[src/rtl/seg7_pkg.sv]
// Shared seven-segment definitions: scan state type and segment patterns.
// Patterns are active-high, bit order {g,f,e,d,c,b,a}.
package seg7_pkg;

   typedef enum logic [0:0] {
      SHOW  = 1'b0,
      GUARD = 1'b1
   } scan_state_t;

   localparam logic [6:0] SEG_0     = 7'h3F;
   localparam logic [6:0] SEG_1     = 7'h06;
   localparam logic [6:0] SEG_2     = 7'h5B;
   localparam logic [6:0] SEG_3     = 7'h4F;
   localparam logic [6:0] SEG_4     = 7'h66;
   localparam logic [6:0] SEG_5     = 7'h6D;
   localparam logic [6:0] SEG_6     = 7'h7D;
   localparam logic [6:0] SEG_7     = 7'h07;
   localparam logic [6:0] SEG_8     = 7'h7F;
   localparam logic [6:0] SEG_9     = 7'h6F;
   localparam logic [6:0] SEG_DASH  = 7'h40;
   localparam logic [6:0] SEG_BLANK = 7'h00;

endpackage

[src/rtl/bcd_to_seg7.sv]
// Combinational BCD digit to seven-segment decoder.
// Non-decimal codes A..F render as a dash.
module bcd_to_seg7
   import seg7_pkg::*;
(
   input  logic [3:0] digit_i,
   output logic [6:0] seg_o
);

   // Digit pattern lookup
   always_comb begin
      seg_o = SEG_DASH;
      case (digit_i)
         4'd0:    seg_o = SEG_0;
         4'd1:    seg_o = SEG_1;
         4'd2:    seg_o = SEG_2;
         4'd3:    seg_o = SEG_3;
         4'd4:    seg_o = SEG_4;
         4'd5:    seg_o = SEG_5;
         4'd6:    seg_o = SEG_6;
         4'd7:    seg_o = SEG_7;
         4'd8:    seg_o = SEG_8;
         4'd9:    seg_o = SEG_9;
         default: seg_o = SEG_DASH;
      endcase
   end

endmodule

[src/rtl/bcd_seg_scan.sv]
// Three-digit multiplexed seven-segment scanner with leading-zero blanking.
// Each digit is shown for PRESCALE cycles followed by one dark guard cycle.
module bcd_seg_scan
   import seg7_pkg::*;
#(
   parameter int PRESCALE = 4
)
(
   input  logic        clk,
   input  logic        rst,
   input  logic [11:0] bcd_in,
   input  logic        load,
   input  logic        blank_lz,
   output logic [6:0]  seg,
   output logic [2:0]  an,
   output logic        frame_done
);

   localparam int CNT_W = (PRESCALE > 1) ? $clog2(PRESCALE) : 1;
   localparam logic [CNT_W-1:0] CNT_LAST = CNT_W'(PRESCALE - 1);

   scan_state_t      state_q, state_d;
   logic [1:0]       idx_q, idx_d;
   logic [CNT_W-1:0] cnt_q, cnt_d;
   logic [11:0]      disp_q, disp_d;

   logic [3:0]       digit;
   logic [6:0]       digit_seg;
   logic             blank_digit;

   // Next-state logic for scan sequencer and display register
   always_comb begin
      state_d = state_q;
      idx_d   = idx_q;
      cnt_d   = cnt_q;
      disp_d  = load ? bcd_in : disp_q;
      case (state_q)
         SHOW: begin
            if (cnt_q == CNT_LAST) begin
               state_d = GUARD;
               cnt_d   = {CNT_W{1'b0}};
            end else begin
               cnt_d   = cnt_q + CNT_W'(1);
            end
         end
         GUARD: begin
            state_d = SHOW;
            cnt_d   = {CNT_W{1'b0}};
            idx_d   = (idx_q == 2'd2) ? 2'd0 : idx_q + 2'd1;
         end
         default: begin
            state_d = SHOW;
            idx_d   = 2'd0;
            cnt_d   = {CNT_W{1'b0}};
         end
      endcase
   end

   // State registers; reset wins over a concurrent load
   always_ff @(posedge clk) begin
      if (rst) begin
         state_q <= SHOW;
         idx_q   <= 2'd0;
         cnt_q   <= {CNT_W{1'b0}};
         disp_q  <= 12'h000;
      end else begin
         state_q <= state_d;
         idx_q   <= idx_d;
         cnt_q   <= cnt_d;
         disp_q  <= disp_d;
      end
   end

   // Current digit and blanking; a dash code counts as non-zero
   always_comb begin
      digit       = 4'd0;
      blank_digit = 1'b0;
      case (idx_q)
         2'd0: begin
            digit       = disp_q[3:0];
            blank_digit = 1'b0;
         end
         2'd1: begin
            digit       = disp_q[7:4];
            blank_digit = blank_lz && (disp_q[11:8] == 4'd0) && (disp_q[7:4] == 4'd0);
         end
         2'd2: begin
            digit       = disp_q[11:8];
            blank_digit = blank_lz && (disp_q[11:8] == 4'd0);
         end
         default: begin
            digit       = 4'd0;
            blank_digit = 1'b1;
         end
      endcase
   end

   bcd_to_seg7 u_dec (
      .digit_i (digit),
      .seg_o   (digit_seg)
   );

   // Output decode from registered state only
   always_comb begin
      an         = 3'b000;
      seg        = SEG_BLANK;
      frame_done = 1'b0;
      if (state_q == SHOW) begin
         case (idx_q)
            2'd0:    an = 3'b001;
            2'd1:    an = 3'b010;
            2'd2:    an = 3'b100;
            default: an = 3'b000;
         endcase
         seg = blank_digit ? SEG_BLANK : digit_seg;
      end else begin
         frame_done = (idx_q == 2'd2);
      end
   end

endmodule

[config.mk]
export PLATFORM = sky130hd
export DESIGN_NAME = bcd_seg_scan
export DESIGN_NICKNAME = d
export VERILOG_FILES = /design/src/rtl/seg7_pkg.sv /design/src/rtl/bcd_to_seg7.sv /design/src/rtl/bcd_seg_scan.sv
export SDC_FILE = /design/constraint.sdc
export NUM_CORES = 1
export LEC_CHECK = 0
export BUFFER_PORTS_ARGS = -buffer_cell sky130_fd_sc_hd__buf_2
export CORE_MARGIN = 2
export CORE_UTILIZATION = 46
export DETAILED_ROUTE_END_ITERATION = 16
export PLACE_DENSITY = 0.81
export SYNTH_ARGS = -nofsm -noshare
export SYNTH_HDL_FRONTEND = slang
export SYNTH_SLANG_ARGS = --single-unit
[constraint.sdc]
create_clock -name clk -period 2 [get_ports clk]
set_input_delay 0.3 -clock clk [delete_from_list [all_inputs] [get_ports clk]]
set_output_delay 0.3 -clock clk [all_outputs]
set_load 0.01 [all_outputs]
# ---- After elaboration in Yosys (flattened, before gate mapping)
# Memory sizes are Yosys's and may differ from the RTL's.
# Index checks and enable logic that the tools add are counted.
dict set report op_classes {
  eq_ne 3
  mux 12
  addsub 2
  bitwise 1
  n_reduce_logical 5
}
# cell n
set op_table {}
lappend op_table {{7-bit two-way mux} 2}
lappend op_table {{4-bit case mux with 3 select lines} 1}
lappend op_table {{3-bit case mux with 3 select lines} 1}
lappend op_table {{4-bit logical NOT} 2}
lappend op_table {{2-bit by 1-bit adder with 2-bit output (second input constant)} 2}
lappend op_table {{2-bit equality test (second input constant)} 2}
lappend op_table {{2-bit two-way mux} 2}
lappend op_table {{2-bit case mux with 2 select lines} 1}
lappend op_table {{3-bit two-way mux} 1}
lappend op_table {{1-bit case mux with 3 select lines} 1}
lappend op_table {{2-bit by 1-bit equality test with 1-bit output (second input constant)} 1}
lappend op_table {{1-bit logical AND} 2}
lappend op_table {{2-bit logical NOT} 1}
lappend op_table {{1-bit two-way mux} 2}
lappend op_table {{1-bit case mux with 2 select lines} 1}
lappend op_table {{1-bit inverter} 1}
dict set report totals {
  memories 1
  mem_bits_ro 112
  output_inout_bits 11
  reg_bits 17
  input_bits 16
  wordCells 28
}
# name words width read_ports rd_clocked_by_memory_dff wr line_no
set mem_list {}
lappend mem_list {{(name not given)} 16 7 1 0 0 bcd_to_seg7.sv:13} ;# case (digit_i)

# ---- Longest topological paths before layout
# Gate-level depths: netlist of the first run.
dict set report logic_depth {
  depth_word 6
  depth_mapped 8
}

# ---- By module
# A second synthesis of the first run with hierarchy kept.
dict set report hier_totals {
  cells_unflattened 130
  area_unflattened_um2 1137.3
}
# module area_each_um2 instances cells_each
set modules_own_cells {}
lappend modules_own_cells {bcd_seg_scan 909.6 1 101}
lappend modules_own_cells {bcd_to_seg7 227.7 1 29}

# ---- Least setup slack after synthesis of the first run
# OpenSTA, ideal clock, no wires.
dict set report synth_path {
  path_kind {register to output}
  from {reg idx_q[0]}
  to {out seg[0]}
  stages_incl_launch_ff 8
  path_slack_ns -0.163
  arrival_ns 1.863
  required_time_ns 1.700
  n_path_buf 1
  cell_sequence {dfxtp_1 > buf_6 > mux2i_1 > a2bb2oi_2 > inv_1 > ha_1 > mux2_4 > a211oi_1}
}
dict set report synth_via {
  elab_chain_cells 5
}
# element line_no
set synth_lines {}
lappend synth_lines {{start, declared} bcd_seg_scan.sv:23} ;# logic [1:0] idx_q, idx_d;
lappend synth_lines {{start signal, assigned} bcd_seg_scan.sv:68} ;# idx_q <= idx_d;
lappend synth_lines {{2-bit equality test (tied with other cells)} bcd_seg_scan.sv:78} ;# case (idx_q)
lappend synth_lines {{4-bit case mux with 3 select lines} bcd_seg_scan.sv:78}
lappend synth_lines {{memory read 16 x 7 bit} n/a}
lappend synth_lines {{7-bit two-way mux (*)} bcd_seg_scan.sv:115} ;# seg = blank_digit ? SEG_BLANK : digit_seg;
lappend synth_lines {{7-bit two-way mux (*)} bcd_seg_scan.sv:108} ;# if (state_q == SHOW) begin
lappend synth_lines {{end, declared} bcd_seg_scan.sv:14} ;# output logic [6:0] seg,
# Every way passes the cells marked *; elsewhere a longest branch is shown, timed or not.

# ---- Worst setup path after layout of the first run
dict set report layout_path {
  from {reg idx_q[0]}
  to {out seg[5]}
}
# Same word-level chain as after synthesis.

==> results of run 1 <==
==> sequential cells by signal, indices dropped and copies added, names as in the netlist <==
name	cells
state_q	1
disp_q	12
cnt_q	2
idx_q	2
==> repair_timing <==
item,CTS,global route
pin swaps,3,1
setup buffers,3,0
endpoints found under the setup margin,7,7
gates cloned,0,0
gates resized for setup,8,2
==> cell families after synthesis <==
logic type / synth area share
compound gates: 0.176
fa+ha+maj: 0.0856
buf+inv: 0.0575
flops: 0.333
mux: 0.205
simple gates: 0.143
==> layer usage <==
| metal | share of wire | vias to the layer above |
|---|---|---|
| met2 | 0.52 | 18 |
| met5 | 0 | - |
| li1 | - | 432 |
| met4 | 0.020 | 0 |
| met1 | 0.42 | 389 |
| met3 | 0.033 | 5 |
==> layout make-up <==
class                           count  area share
Sequential cell                    17       0.263
Multi-Input combinational cell     75       0.520
Clock buffer                        4      0.0201
Tap cell                           28      0.0267
Inverter                            5      0.0143
Timing Repair Buffer               36       0.157
==> cells in the final DEF, fill, tap and decap left out, drive strengths merged <==
cell,synthesis,layout
a311oi,2,2
and2,2,2
nor3,2,2
mux2i,18,18
nor4b,1,1
a211oi,4,4
nand3b,1,1
inv,5,5
ha,7,7
a2bb2oi,4,4
clkbuf,3,4
dfxtp,17,17
nor3b,2,2
or2,1,1
o21ai,1,1
buf,4,36
nor2,15,15
a21oi,6,6
mux2,2,2
nand2,3,3
nor2b,1,1
nor4,2,2
a31oi,1,1
==> metrics by stage <==
stage / power, mW / cells
floorplan: 0.528 / 104
global placement: 0.587 / 158
detailed placement: 0.595 / 158
CTS: 0.779 / 165
global route: 0.826 / 165
finish: 0.776 / 165
==> power by group <==
| group | internal (mW) | switching [mW] | total (mW) |
|---|---|---|---|
| sequential | 0.361 | 0.0208 | 0.382 |
| combinational | 0.115 | 0.105 | 0.220 |
| clock | 0.0775 | 0.0970 | 0.175 |
==> worst min-delay path: cells and delay by family <==
kind	cells	cell delay [ns]
simple gates	1	0.07
buf+inv	1	0.08
mux	1	0.05
==> worst paths after layout <==
kind / startpoint / end / slack [ns] / cells past startpoint
worst max-delay path: idx_q[0] / seg[5] / -0.28 / 7
worst min-delay path: bcd_in[5] / disp_q[5] / 0.25 / 3
worst max register to register: state_q / idx_q[0] / 0.98 / 4
worst min register to register: cnt_q[0] / cnt_q[0] / 0.45 / 1
==> out/results.env, run 1 <==
ENDPOINT_REQUIRED_TIME_ON_THE_CRITICAL_PATH_NS=1.70
ACHIEVABLE-FREQUENCY_MHz=438
SETUP_VIOLATIONS=7
DRC=0
FINAL_WORST_CLOCK_SKEW_NS=0.000190
GROUTE.LAYER.MET3.USAGE=0.0380
INSERTION_DELAY_OF_THE_LATER_CLOCKED_PIN_IN_THE_WORST_SKEW_PAIR_NS=0.28
CRITPATHARRIVALTIME_NS=1.98
SYNTH_TOP_CELL_AREA_SHARE=0.333
FINAL.MIN_CLOCK_PERIOD_NS=2.28
FINAL.PERIOD_UTILIZATION=1.14
CRIT_PATH_MAX_FANOUT=8
WORSTSETUPPATHTYPE='reg -> out'
SYNTH_CELL_AREA_UM2=1020
CP.BUFFERS_INVERTERS=2
SYNTH.FF_LATCH_COUNT=17
LEAKAGE_nW=0.612
FINAL.HOLD.WORST_SLACK_NS=0.249
AREA_INSIDE_THE_CORE_BOUNDARY_UM2=2150
DETAILED_ROUTE_WIRE_LENGTH_MM=2.18
GLOBAL_ROUTE.OVERFLOW_TOTAL=0
ANT_NETS=0
PORT_BUFFERS=26
DRT_PRE_ANTENNA_ITERS=4
STARTPOINT_CLASS_OF_THE_CRITICAL_PATH='flip-flop'
SYNTHCELLS=104
GRT_MET2_USE=0.359
CTSHTREEMAXLEVEL=1
DIE_WIDTH_UM=51.2
ROWS=17
PLACE_AREA_UM2=1230
NETLIST.TOP_CELL.BY_AREA='sky130_fd_sc_hd__dfxtp_1'
DR_TOTAL_VIAS=844
NUM-FILL-CELLS=195
GRT_PASS1_VIAS=879
GR-USAGE-ALL-LAYERS=0.201
FAILED_CHECKS='setup timing'
WORST_PATH_MAX_DELAY_CELL='sky130_fd_sc_hd__dfxtp_4'
GRT_START_MAX_NET_PINS=18
GP_ROUTABILITY_CONGESTION=0.739
PATH_CLK_SLEW_NS=0.09
ROUTED_WIRE_LENGTH_PER_INSTANCE_UM=13.2
FINAL_UTIL=0.610
VIAS_PER_CELL=5.12
SYN_AVG_CELL_AREA_UM2=9.84
FINAL-HOLD-VIOLATION-COUNT=0
SEQUENTIAL_CELL_AREA_UM2=344
SLEW_VIOLATIONS=0
CLOCK_TREE_FROM_TRITONCTS='built'
MAPPEDNETLISTNETS=127
GRT_MOST_USED_LAYER='met2'
INSERTEDDIODECOUNT=0
LAYOUT_SETUP_WS_NS=-0.284
AREA.GROWTH.SYNTH_TO_FINAL_PCT=28.0
LAYOUT.CELL_AREA.NON_FILLER_UM2=1310
CLOCK-SINKS=17
CLOCKBUFFERDEPTH=2
GRT_ANTENNA_BEFORE_REPAIR=0
SYNTH.LIB_CELLS_USED.DISTINCT=30
PLACEMENT.SETUP.WORST_SLACK_NS=-0.0871
POSTCTSHOLDBUFS=0
CLK_ROOT_BUFFER_CELL='sky130_fd_sc_hd__clkbuf_4'
SYNTH-EDFF-COUNT=0
VDD.IR_DROP.WORST_V=0.000310
MAIN_SYNTH_FF_TYPE='sky130_fd_sc_hd__dfxtp_1'
SETUP-TNS-FINAL_NS=-1.70
ENDPOINT_KIND='output port'
YOSYSSEQAREASHARE=0.333
CP_SLOWEST_STAGE_DELAY_NS=0.42
MIN-DELAY-PATH-CLASS='in -> reg'
MULTI_INPUT_COMB_AREA_UM2=681
DETAILEDPLACEMENTHPWL_MM=1.63
FIRST_ITER_VIOLATIONS=8
CAP_VIOLATIONS=0
INITIAL_UTILIZATION=0.476
ASYNC_FLOP_SHARE=0
WIRE_LENGTH_OF_THE_FIRST_GLOBAL_ROUTING_PASS_MM=3.91
FLOORPLAN.DIE_AREA_UM2=2620
DIE_H_UM=51.2
SETUP_REPAIR_AFTER_GLOBAL_ROUTING_MISSED_ITS_MARGIN='true'
GLOBAL_ROUTE.USAGE.MET1=0.227
DESIGN.PORTCOUNT=27
TOP_POST_SYNTHESIS_CELLS_BY_AREA='sky130_fd_sc_hd__dfxtp_1 33%, sky130_fd_sc_hd__mux2i_1 17%, sky130_fd_sc_hd__ha_1 8.6%'
SYNTH_COMMON_CELLS='17 x sky130_fd_sc_hd__dfxtp_1, 17 x sky130_fd_sc_hd__mux2i_1, 15 x sky130_fd_sc_hd__nor2_1'
CRIT_FAMILY='compound AO/OA/AOI/OAI gates'
WORSTMARGINPINSLEW_NS=0.487
DESIGN.FINAL.NETS=161
OUTCOME='finished, violations left'
SYNTH_WARNINGS=0
POWER_PER_CELL_AREA_nW_PER_UM2=593
LAYOUT-DRIVE-GT1-SHARE=0.438
TIMING.CRITICAL_PATH.CELLS='mux2i_1, a2bb2oi_2, inv_2, ha_2, or2_1, a311oi_2, buf_2'
NUMBER_OF_BUFFERS_CREATED_BY_CTS=3
RELSLEWSLACK=0.675
Note: power is estimated with default switching activity, not from simulation.
==> run 2: changes to the inputs <==
--- a/config.mk
+++ b/config.mk
@@ -7,9 +7,12 @@
 export LEC_CHECK = 0
 export BUFFER_PORTS_ARGS = -buffer_cell sky130_fd_sc_hd__buf_2
 export CORE_MARGIN = 2
-export CORE_UTILIZATION = 46
+export CORE_UTILIZATION = 48
+export CTS_BUF_LIST = sky130_fd_sc_hd__clkbuf_8
 export DETAILED_ROUTE_END_ITERATION = 16
-export PLACE_DENSITY = 0.81
+export GPL_TIMING_DRIVEN = 0
+export MAX_ROUTING_LAYER = met4
+export PLACE_DENSITY = 0.84
 export SYNTH_ARGS = -nofsm -noshare
 export SYNTH_HDL_FRONTEND = slang
 export SYNTH_SLANG_ARGS = --single-unit
==> run 2 against run 1 <==
  * The flow still finishes with violations (setup timing)
  * Highest routed layer unchanged
  * Combinational power increased by 11%
  * Cell count increased by 3.0%
  * Design area increased by 7.3%
  * Worst hold slack improved by 0.032 ns
  * Wire length increased by 16%
  * Sequential cell count unchanged
  * Clock skew about the same
  * Power increased by 14%
  * Clock-buffer cell count decreased by 1
  * Non-clock buffer count increased by 6
==> out/results.env, run 2 (same netlist as run 1, synthesis figures left out) <==
OUTCOME='finished, violations left'  # unchanged
FAILED_CHECKS='setup timing'  # unchanged
CTSHTREEMAXLEVEL=1  # unchanged
FLOORPLAN.DIE_AREA_UM2=2520  # was 2620 um2
GRT_ANTENNA_BEFORE_REPAIR=0  # unchanged
TOTALPOWERFINAL_mW=0.883  # was 0.776 mW
CRITPATHARRIVALTIME_NS=2.04  # was 1.98 ns
TIMING.CRITICAL_PATH.CELLS='buf_6, mux2i_2, a2bb2oi_2, inv_2, ha_4, mux2_4, a211oi_4, buf_2'  # was mux2i_1, a2bb2oi_2, inv_2, ha_2, or2_1, a311oi_2, buf_2
POWER_PER_CELL_AREA_nW_PER_UM2=629  # was 593 nW/um2
REGTOREGSETUPSLACK_NS=0.85  # was 0.98 ns
NUMBER_OF_FLIP_FLOPS_UNDER_THE_LARGEST_REGISTER_NAME=12  # unchanged
ENDPOINT_REQUIRED_TIME_ON_THE_CRITICAL_PATH_NS=1.70  # about the same
WIRE_LENGTH_OF_THE_FIRST_GLOBAL_ROUTING_PASS_MM=4.34  # was 3.91 mm
DIE_H_UM=50.2  # was 51.2 um
VDD.IR_DROP.WORST_V=0.000671  # was 0.000310 V
CRIT_PATH_MAX_FANOUT=3  # was 8
FINAL.PERIOD_UTILIZATION=1.17  # was 1.14
LEAKAGE_nW=0.648  # was 0.612 nW
INSERTEDDIODECOUNT=0  # unchanged
POWER_FRAC_SEQ=0.431  # was 0.492
SETUP-TNS-FINAL_NS=-2.01  # was -1.70 ns
GRT_START_MAX_NET_PINS=11  # was 18
WORSTMARGINPINSLEW_NS=0.522  # was 0.487 ns
NET-SWITCHING-POWER_mW=0.259  # was 0.223 mW
RELSLEWSLACK=0.652  # was 0.675
CRIT-REG2REG-CAPTURE='idx_q[0]'  # unchanged
ROWS=16  # was 17
LAYOUT-DRIVE-GT1-SHARE=0.483  # was 0.438
POWER.SHARE.SWITCHING=0.293  # was 0.287
LAYOUT_COMMONEST_CELL='sky130_fd_sc_hd__buf_2'  # unchanged
FIRST_ITER_VIOLATIONS=24  # was 8
DESIGN.FINAL.NETS=167  # was 161
SETUP_VIOLATIONS=7  # unchanged
FINAL.MIN_CLOCK_PERIOD_NS=2.34  # was 2.28 ns
CP_SLOWEST_STAGE_DELAY_NS=0.36  # was 0.42 ns
LAYOUT.CELLS.MOST_COMMON_LIST='27 x sky130_fd_sc_hd__buf_2, 15 x sky130_fd_sc_hd__mux2i_1, 15 x sky130_fd_sc_hd__nor2_1, 15 x sky130_fd_sc_hd__dfxtp_1, 10 x sky130_fd_sc_hd__buf_4'  # was 26 x sky130_fd_sc_hd__buf_2, 16 x sky130_fd_sc_hd__mux2i_1, 16 x sky130_fd_sc_hd__dfxtp_1
DESIGN.PORTCOUNT=27  # unchanged
AREA.GROWTH.SYNTH_TO_FINAL_PCT=37.3  # was 28.0%
INSERTION_DELAY_OF_THE_LATER_CLOCKED_PIN_IN_THE_WORST_SKEW_PAIR_NS=0.25  # was 0.28 ns
P_COMB_FRAC=0.276  # was 0.284
ENDPOINT_KIND='output port'  # unchanged
DRT_PRE_ANTENNA_ITERS=4  # unchanged
SETUP_REPAIR_AFTER_GLOBAL_ROUTING_MISSED_ITS_MARGIN='true'  # unchanged
FINAL_WORST_CLOCK_SKEW_NS=0.000245  # was 0.000190 ns
GP_ROUTABILITY_CONGESTION=0.745  # was 0.739
AREA_INSIDE_THE_CORE_BOUNDARY_UM2=1980  # was 2150 um2
ROUTED_WIRE_LENGTH_PER_INSTANCE_UM=14.9  # was 13.2 um
CLOCKBUFFERDEPTH=2  # unchanged
NUM-FILL-CELLS=137  # was 195
SLEW_VIOLATIONS=0  # unchanged
PATH_CLK_SLEW_NS=0.07  # was 0.09 ns
POSTCTSHOLDBUFS=0  # unchanged
FINAL-HOLD-VIOLATION-COUNT=0  # unchanged
CLK_ROOT_BUFFER_CELL='sky130_fd_sc_hd__clkbuf_8'  # was sky130_fd_sc_hd__clkbuf_4
VIAS_PER_CELL=5.35  # was 5.12
WORST_PATH_MAX_DELAY_CELL='sky130_fd_sc_hd__dfxtp_2'  # was sky130_fd_sc_hd__dfxtp_4
CLOCK_TREE_FROM_TRITONCTS='built'  # unchanged
LARGESTREGISTERS='disp_q: 12 flops, cnt_q: 2 flops, idx_q: 2 flops'  # unchanged
STARTPOINT_CLASS_OF_THE_CRITICAL_PATH='flip-flop'  # unchanged
CRITICAL_PATH.REG2REG.STARTPOINT='state_q'  # unchanged
CLKPWRFRAC=0.293  # was 0.225
CRIT_PATH_END='seg[0]'  # was seg[5]
MIN-DELAY-PATH-CLASS='in -> reg'  # unchanged
LARGEST_REGISTER='disp_q'  # unchanged
DRC=0  # unchanged
POWER_REPORT.INTERNAL_TOTAL_mW=0.624  # was 0.553 mW
WORSTSETUPPATHTYPE='reg -> out'  # unchanged
PORT_BUFFERS=25  # was 26
ACHIEVABLE-FREQUENCY_MHz=427  # was 438 MHz
ANT_NETS=0  # unchanged
GR-USAGE-ALL-LAYERS=0.235  # was 0.201
WORST_R2R_PATH_DEPTH=5  # was 4
CAP_VIOLATIONS=0  # unchanged
DIE_WIDTH_UM=50.2  # was 51.2 um
GRT_PASS1_VIAS=920  # was 879
DR_TOTAL_VIAS=909  # was 844
CRITPATHLAUNCH='idx_q[0]'  # unchanged
NUMBER_OF_BUFFERS_CREATED_BY_CTS=3  # unchanged
DETAILED_ROUTE_WIRE_LENGTH_MM=2.53  # was 2.18 mm
CLOCK-SINKS=17  # unchanged
DETAILEDPLACEMENTHPWL_MM=1.69  # was 1.63 mm
GLOBAL_ROUTE.OVERFLOW_TOTAL=0  # unchanged
LAYOUT_SETUP_WS_NS=-0.341  # was -0.284 ns
INITIAL_UTILIZATION=0.516  # was 0.476
[run 2: cell types whose count changed in the layout (fill, tap and decap cells not counted), moves of 2 or more]
| cell | change |
|---|---|
| sky130_fd_sc_hd__clkbuf_1 | +2 |
| sky130_fd_sc_hd__dfxtp_2 | +2 |
| sky130_fd_sc_hd__clkbuf_4 | -3 |
| sky130_fd_sc_hd__buf_6 | +2 |
| sky130_fd_sc_hd__clkbuf_8 | +3 |
| sky130_fd_sc_hd__ha_1 | -2 |
[run 2: how the worst min path moves through the flow]
stage                from    endpoint  slack (ns)  depth (start not counted)
2_1_floorplan    cnt_q[0]    cnt_q[0]        0.41                          1
3_3_place_gp     cnt_q[0]    cnt_q[0]        0.41                          1
3_5_place_dp     cnt_q[0]    cnt_q[0]        0.42                          1
4_1_cts         bcd_in[9]   disp_q[9]        0.29                          3
5_1_grt         bcd_in[1]   disp_q[1]        0.31                          3
6_report       bcd_in[10]  disp_q[10]        0.28                          3
[run 2: power groups by stage]
stage | sequential (mW) | combinational (mW) | clock [mW]
CTS | 0.380 | 0.238 | 0.257
global placement | 0.385 | 0.195 | 0
detailed placement | 0.386 | 0.206 | 0
floorplan | 0.381 | 0.147 | 0
global route | 0.382 | 0.269 | 0.272
finish | 0.381 | 0.244 | 0.258
[run 2: area by class of cell]
class / count / area (um2) / area share
inverter: 5 / 18.8 / 0.0134
timing repair buffer: 35 / 204 / 0.145
tap: 27 / 33.8 / 0.0240
sequential: 17 / 343 / 0.244
multi-input combinational: 75 / 719 / 0.512
buffer: 7 / 40.0 / 0.0285
clock inverter: 1 / 5.00 / 0.00356
clock buffer: 3 / 41.3 / 0.0294
[run 2: timing repair]
| item | 4_1_cts | 5_1_grt |
|---|---|---|
| setup buffers | 9 | 1 |
| resized for setup | 15 | 2 |
| setup endpoints to repair | 7 | 7 |
| pin swaps | 5 | 0 |
| endpoints found under the hold margin | 0 | 0 |
[run 2: per-layer routing]
metal / GRT usage / wire length, um / vias up / part of all wire
met2: 0.412 / 1310 / 31 / 0.52
met5: - / 0 / - / 0
met1: 0.260 / 1050 / 428 / 0.42
met3: 0.0714 / 141 / 6 / 0.056
li1: - / - / 444 / -
met4: 0.0509 / 27 / 0 / 0.011
[run 2: per-stage QoR]
stage               std cells  utilization  setup WS (ns)  instance area [um2]  hold WS, ns
floorplan                 104            -        -0.0478                 1050        0.406
global placement          156        0.610         -0.290                 1210        0.414
detailed placement        156        0.610         -0.315                 1210        0.424
CTS                       169        0.702         -0.293                 1390        0.285
global route              170        0.709         -0.430                 1410        0.307
finish                    170        0.709         -0.341                 1410        0.280
[run 2: worst max-delay path, delay by kind of cell, from the launching register on]
family | cells | cell delay [ns]
compound gates | 2 | 0.40
flops | 1 | 0.36
buf+inv | 3 | 0.37
fa+ha+maj | 1 | 0.16
mux | 2 | 0.50
==> run 3: changes to the inputs <==
--- a/config.mk
+++ b/config.mk
@@ -12,7 +12,7 @@
 export DETAILED_ROUTE_END_ITERATION = 16
 export GPL_TIMING_DRIVEN = 0
 export MAX_ROUTING_LAYER = met4
-export PLACE_DENSITY = 0.84
+export PLACE_DENSITY = 0.79
 export SYNTH_ARGS = -nofsm -noshare
 export SYNTH_HDL_FRONTEND = slang
 export SYNTH_SLANG_ARGS = --single-unit
==> run 3 against run 2 <==
  * The flow still finishes with violations (setup timing)
  * Global-route usage grew 2.0 points
  * First-iteration DRC count is 21% lower
  * Register-to-register slack lost 0.03 ns
  * Die area did not move
  * Non-clock buffer count grew 5
  * Worst hold slack got worse by 0.012 ns
  * Critical path type unchanged
  * Critical endpoint unchanged
  * Largest cell class unchanged
  * Largest power group unchanged
==> out/results.env, run 3 (same netlist as run 1, synthesis figures left out) <==
CRIT_PATH_MAX_FANOUT=4  # was 3
CLK_ROOT_BUFFER_CELL='sky130_fd_sc_hd__clkbuf_8'  # unchanged
FINAL.HOLD.WORST_SLACK_NS=0.269  # was 0.280 ns
DESIGN.PORTCOUNT=27  # unchanged
PLACEMENT.SETUP.WORST_SLACK_NS=-0.320  # was -0.315 ns
SETUP_VIOLATIONS=7  # unchanged
MULTI_INPUT_COMB_AREA_UM2=752  # was 719 um2
ANT_NETS=0  # unchanged
LAYOUT.CELL_AREA.NON_FILLER_UM2=1490  # was 1410 um2
TOTALPOWERFINAL_mW=0.928  # was 0.883 mW
DIE_WIDTH_UM=50.2  # unchanged
DRC=0  # unchanged
AREA.GROWTH.SYNTH_TO_FINAL_PCT=45.4  # was 37.3%
NUMBER_OF_CELLS_TRAVERSED_BY_THE_WORST_HOLD_PATH=3  # unchanged
POSTCTSHOLDBUFS=0  # unchanged
CRITICAL_PATH.REG2REG.STARTPOINT='state_q'  # unchanged
SLEW_VIOLATIONS=0  # unchanged
INITIAL_UTILIZATION=0.516  # unchanged
NUMBER_OF_BUFFERS_CREATED_BY_CTS=3  # unchanged
GP_ROUTABILITY_CONGESTION=0.758  # was 0.745
MIN_TO='disp_q[3]'  # was disp_q[10]
NUMBER_OF_FLIP_FLOPS_UNDER_THE_LARGEST_REGISTER_NAME=12  # unchanged
SETUP_REPAIR_AFTER_GLOBAL_ROUTING_MISSED_ITS_MARGIN='true'  # unchanged
SETUP-TNS-FINAL_NS=-2.16  # was -2.01 ns
PLACE.DETAILED.INSTANCES=156  # unchanged
HOLD_WC_STARTPOINT='bcd_in[3]'  # was bcd_in[10]
WORST_R2R_PATH_DEPTH=5  # unchanged
STARTPOINT_CLASS_OF_THE_CRITICAL_PATH='flip-flop'  # unchanged
CTSHTREEMAXLEVEL=1  # unchanged
DETAILED_ROUTE_WIRE_LENGTH_MM=2.88  # was 2.53 mm
VIAS_PER_CELL=5.38  # was 5.35
FLOORPLAN.DIE_AREA_UM2=2520  # unchanged
RELSLEWSLACK=0.599  # was 0.652
FINAL_UTIL=0.751  # was 0.709
GRT_ANTENNA_BEFORE_REPAIR=0  # unchanged
DESIGN.FINAL.NETS=172  # was 167
LAYOUT_SETUP_WS_NS=-0.388  # was -0.341 ns
PORT_BUFFERS=25  # unchanged
LAYOUT-DRIVE-GT1-SHARE=0.520  # was 0.483
INSERTION_DELAY_OF_THE_LATER_CLOCKED_PIN_IN_THE_WORST_SKEW_PAIR_NS=0.26  # was 0.25 ns
FINAL_WORST_CLOCK_SKEW_NS=0.00100  # was 0.000245 ns
VDD.IR_DROP.WORST_V=0.000521  # was 0.000671 V
CAP_VIOLATIONS=0  # unchanged
DIE_H_UM=50.2  # unchanged
CLOCKBUFFERDEPTH=2  # unchanged
NUM-FILL-CELLS=136  # was 137
INSTANCES_NO_FILL=175  # was 170
LAYOUT.CELLS.MOST_COMMON_LIST='26 x sky130_fd_sc_hd__buf_2, 16 x sky130_fd_sc_hd__dfxtp_1, 15 x sky130_fd_sc_hd__nor2_1'  # was 27 x sky130_fd_sc_hd__buf_2, 15 x sky130_fd_sc_hd__mux2i_1, 15 x sky130_fd_sc_hd__nor2_1, 15 x sky130_fd_sc_hd__dfxtp_1, 10 x sky130_fd_sc_hd__buf_4
DRT_PRE_ANTENNA_ITERS=4  # unchanged
LAYOUT_COMMONEST_CELL='sky130_fd_sc_hd__buf_2'  # unchanged
ROWS=16  # unchanged
SEQUENTIAL_CELL_AREA_UM2=342  # was 343 um2
GR-USAGE-ALL-LAYERS=0.255  # was 0.235
ENDPOINT_REQUIRED_TIME_ON_THE_CRITICAL_PATH_NS=1.70  # about the same
AREA_INSIDE_THE_CORE_BOUNDARY_UM2=1980  # unchanged
PATH_CLK_SLEW_NS=0.07  # about the same
OUTCOME='finished, violations left'  # unchanged
ROUTED_WIRE_LENGTH_PER_INSTANCE_UM=16.5  # was 14.9 um
LARGESTREGISTERS='disp_q: 12 flops, cnt_q: 2 flops, idx_q: 2 flops'  # unchanged
REGTOREGSETUPSLACK_NS=0.82  # was 0.85 ns
LEAKAGE_nW=0.680  # was 0.648 nW
FAILED_CHECKS='setup timing'  # unchanged
LARGEST_REGISTER='disp_q'  # unchanged
DR_TOTAL_VIAS=941  # was 909
WORSTSETUPPATHTYPE='reg -> out'  # unchanged
WORSTMARGINPINSLEW_NS=0.601  # was 0.522 ns
POWER_PER_CELL_AREA_nW_PER_UM2=624  # was 629 nW/um2
FINAL.MIN_CLOCK_PERIOD_NS=2.39  # was 2.34 ns
FINAL-HOLD-VIOLATION-COUNT=0  # unchanged
MIN-DELAY-PATH-CLASS='in -> reg'  # unchanged
FIRST_ITER_VIOLATIONS=19  # was 24
GRT_PASS1_VIAS=964  # was 920
DETAILEDPLACEMENTHPWL_MM=1.57  # was 1.69 mm
ACHIEVABLE-FREQUENCY_MHz=419  # was 427 MHz
PLACE_AREA_UM2=1210  # unchanged
WIRE_LENGTH_OF_THE_FIRST_GLOBAL_ROUTING_PASS_MM=4.61  # was 4.34 mm
GRT_START_MAX_NET_PINS=11  # unchanged
CLOCK_TREE_FROM_TRITONCTS='built'  # unchanged
INSERTEDDIODECOUNT=0  # unchanged
CRIT-REG2REG-CAPTURE='idx_q[0]'  # unchanged
CRITPATHARRIVALTIME_NS=2.09  # was 2.04 ns
ENDPOINT_KIND='output port'  # unchanged
FINAL.PERIOD_UTILIZATION=1.19  # was 1.17
CLOCK-SINKS=17  # unchanged
GLOBAL_ROUTE.OVERFLOW_TOTAL=0  # unchanged
run 3: cell count changes in the layout (fill, tap and decap cells not counted), sizes merged:
cell	before	now
buf	39	43
clkbuf	6	7
run 3: worst max-delay path, stage by stage, from the launching register on:
cell and delay (ns):
sky130_fd_sc_hd__dfxtp_2 0.35, sky130_fd_sc_hd__buf_8 0.12, sky130_fd_sc_hd__mux2i_4 0.22, sky130_fd_sc_hd__a2bb2oi_2 0.20, sky130_fd_sc_hd__inv_2 0.10, sky130_fd_sc_hd__ha_4 0.17, sky130_fd_sc_hd__mux2_4 0.27, sky130_fd_sc_hd__a211oi_4 0.23
sky130_fd_sc_hd__buf_2 0.16
run 3: worst max-delay path by stage:
stage	start	endpoint	slack [ns]	cells past startpoint
2_1_floorplan	idx_q[0]	seg[5]	-0.05	7
3_3_place_gp	idx_q[0]	seg[0]	-0.29	8
3_5_place_dp	idx_q[0]	seg[0]	-0.32	8
4_1_cts	idx_q[0]	seg[5]	-0.29	8
5_1_grt	idx_q[1]	seg[5]	-0.47	7
6_report	idx_q[0]	seg[0]	-0.39	8
run 3: what timing repair did:
action / in CTS / in global routing
endpoints found under the setup margin: 7 / 7
buffers inserted: 13 / 2
pin swaps: 3 / 5
resized for setup: 14 / 12
run 3: report_power, final:
part | internal (mW) | leakage [nW] | switching [mW]
clock network | 0.139 | 0.0255 | 0.136
logic | 0.139 | 0.514 | 0.131
registers | 0.362 | 0.140 | 0.0201
run 3: layer usage:
| layer | GRT usage | vias up | wire length [um] |
|---|---|---|---|
| li1 | - | 451 | - |
| met1 | 0.276 | 457 | 1270 |
| met2 | 0.441 | 27 | 1440 |
| met3 | 0.0506 | 6 | 105 |
| met4 | 0.130 | 0 | 59 |
| met5 | - | - | 0 |
run 3: cell type report:
class | count | area share
repair buffers | 40 | 0.165
clock buffers | 3 | 0.0278
clock inverters | 1 | 0.00336
multi-input cells | 75 | 0.505
plain buffers | 7 | 0.0336
inverters | 5 | 0.0126
well taps | 27 | 0.0227
flip-flops and latches | 17 | 0.230
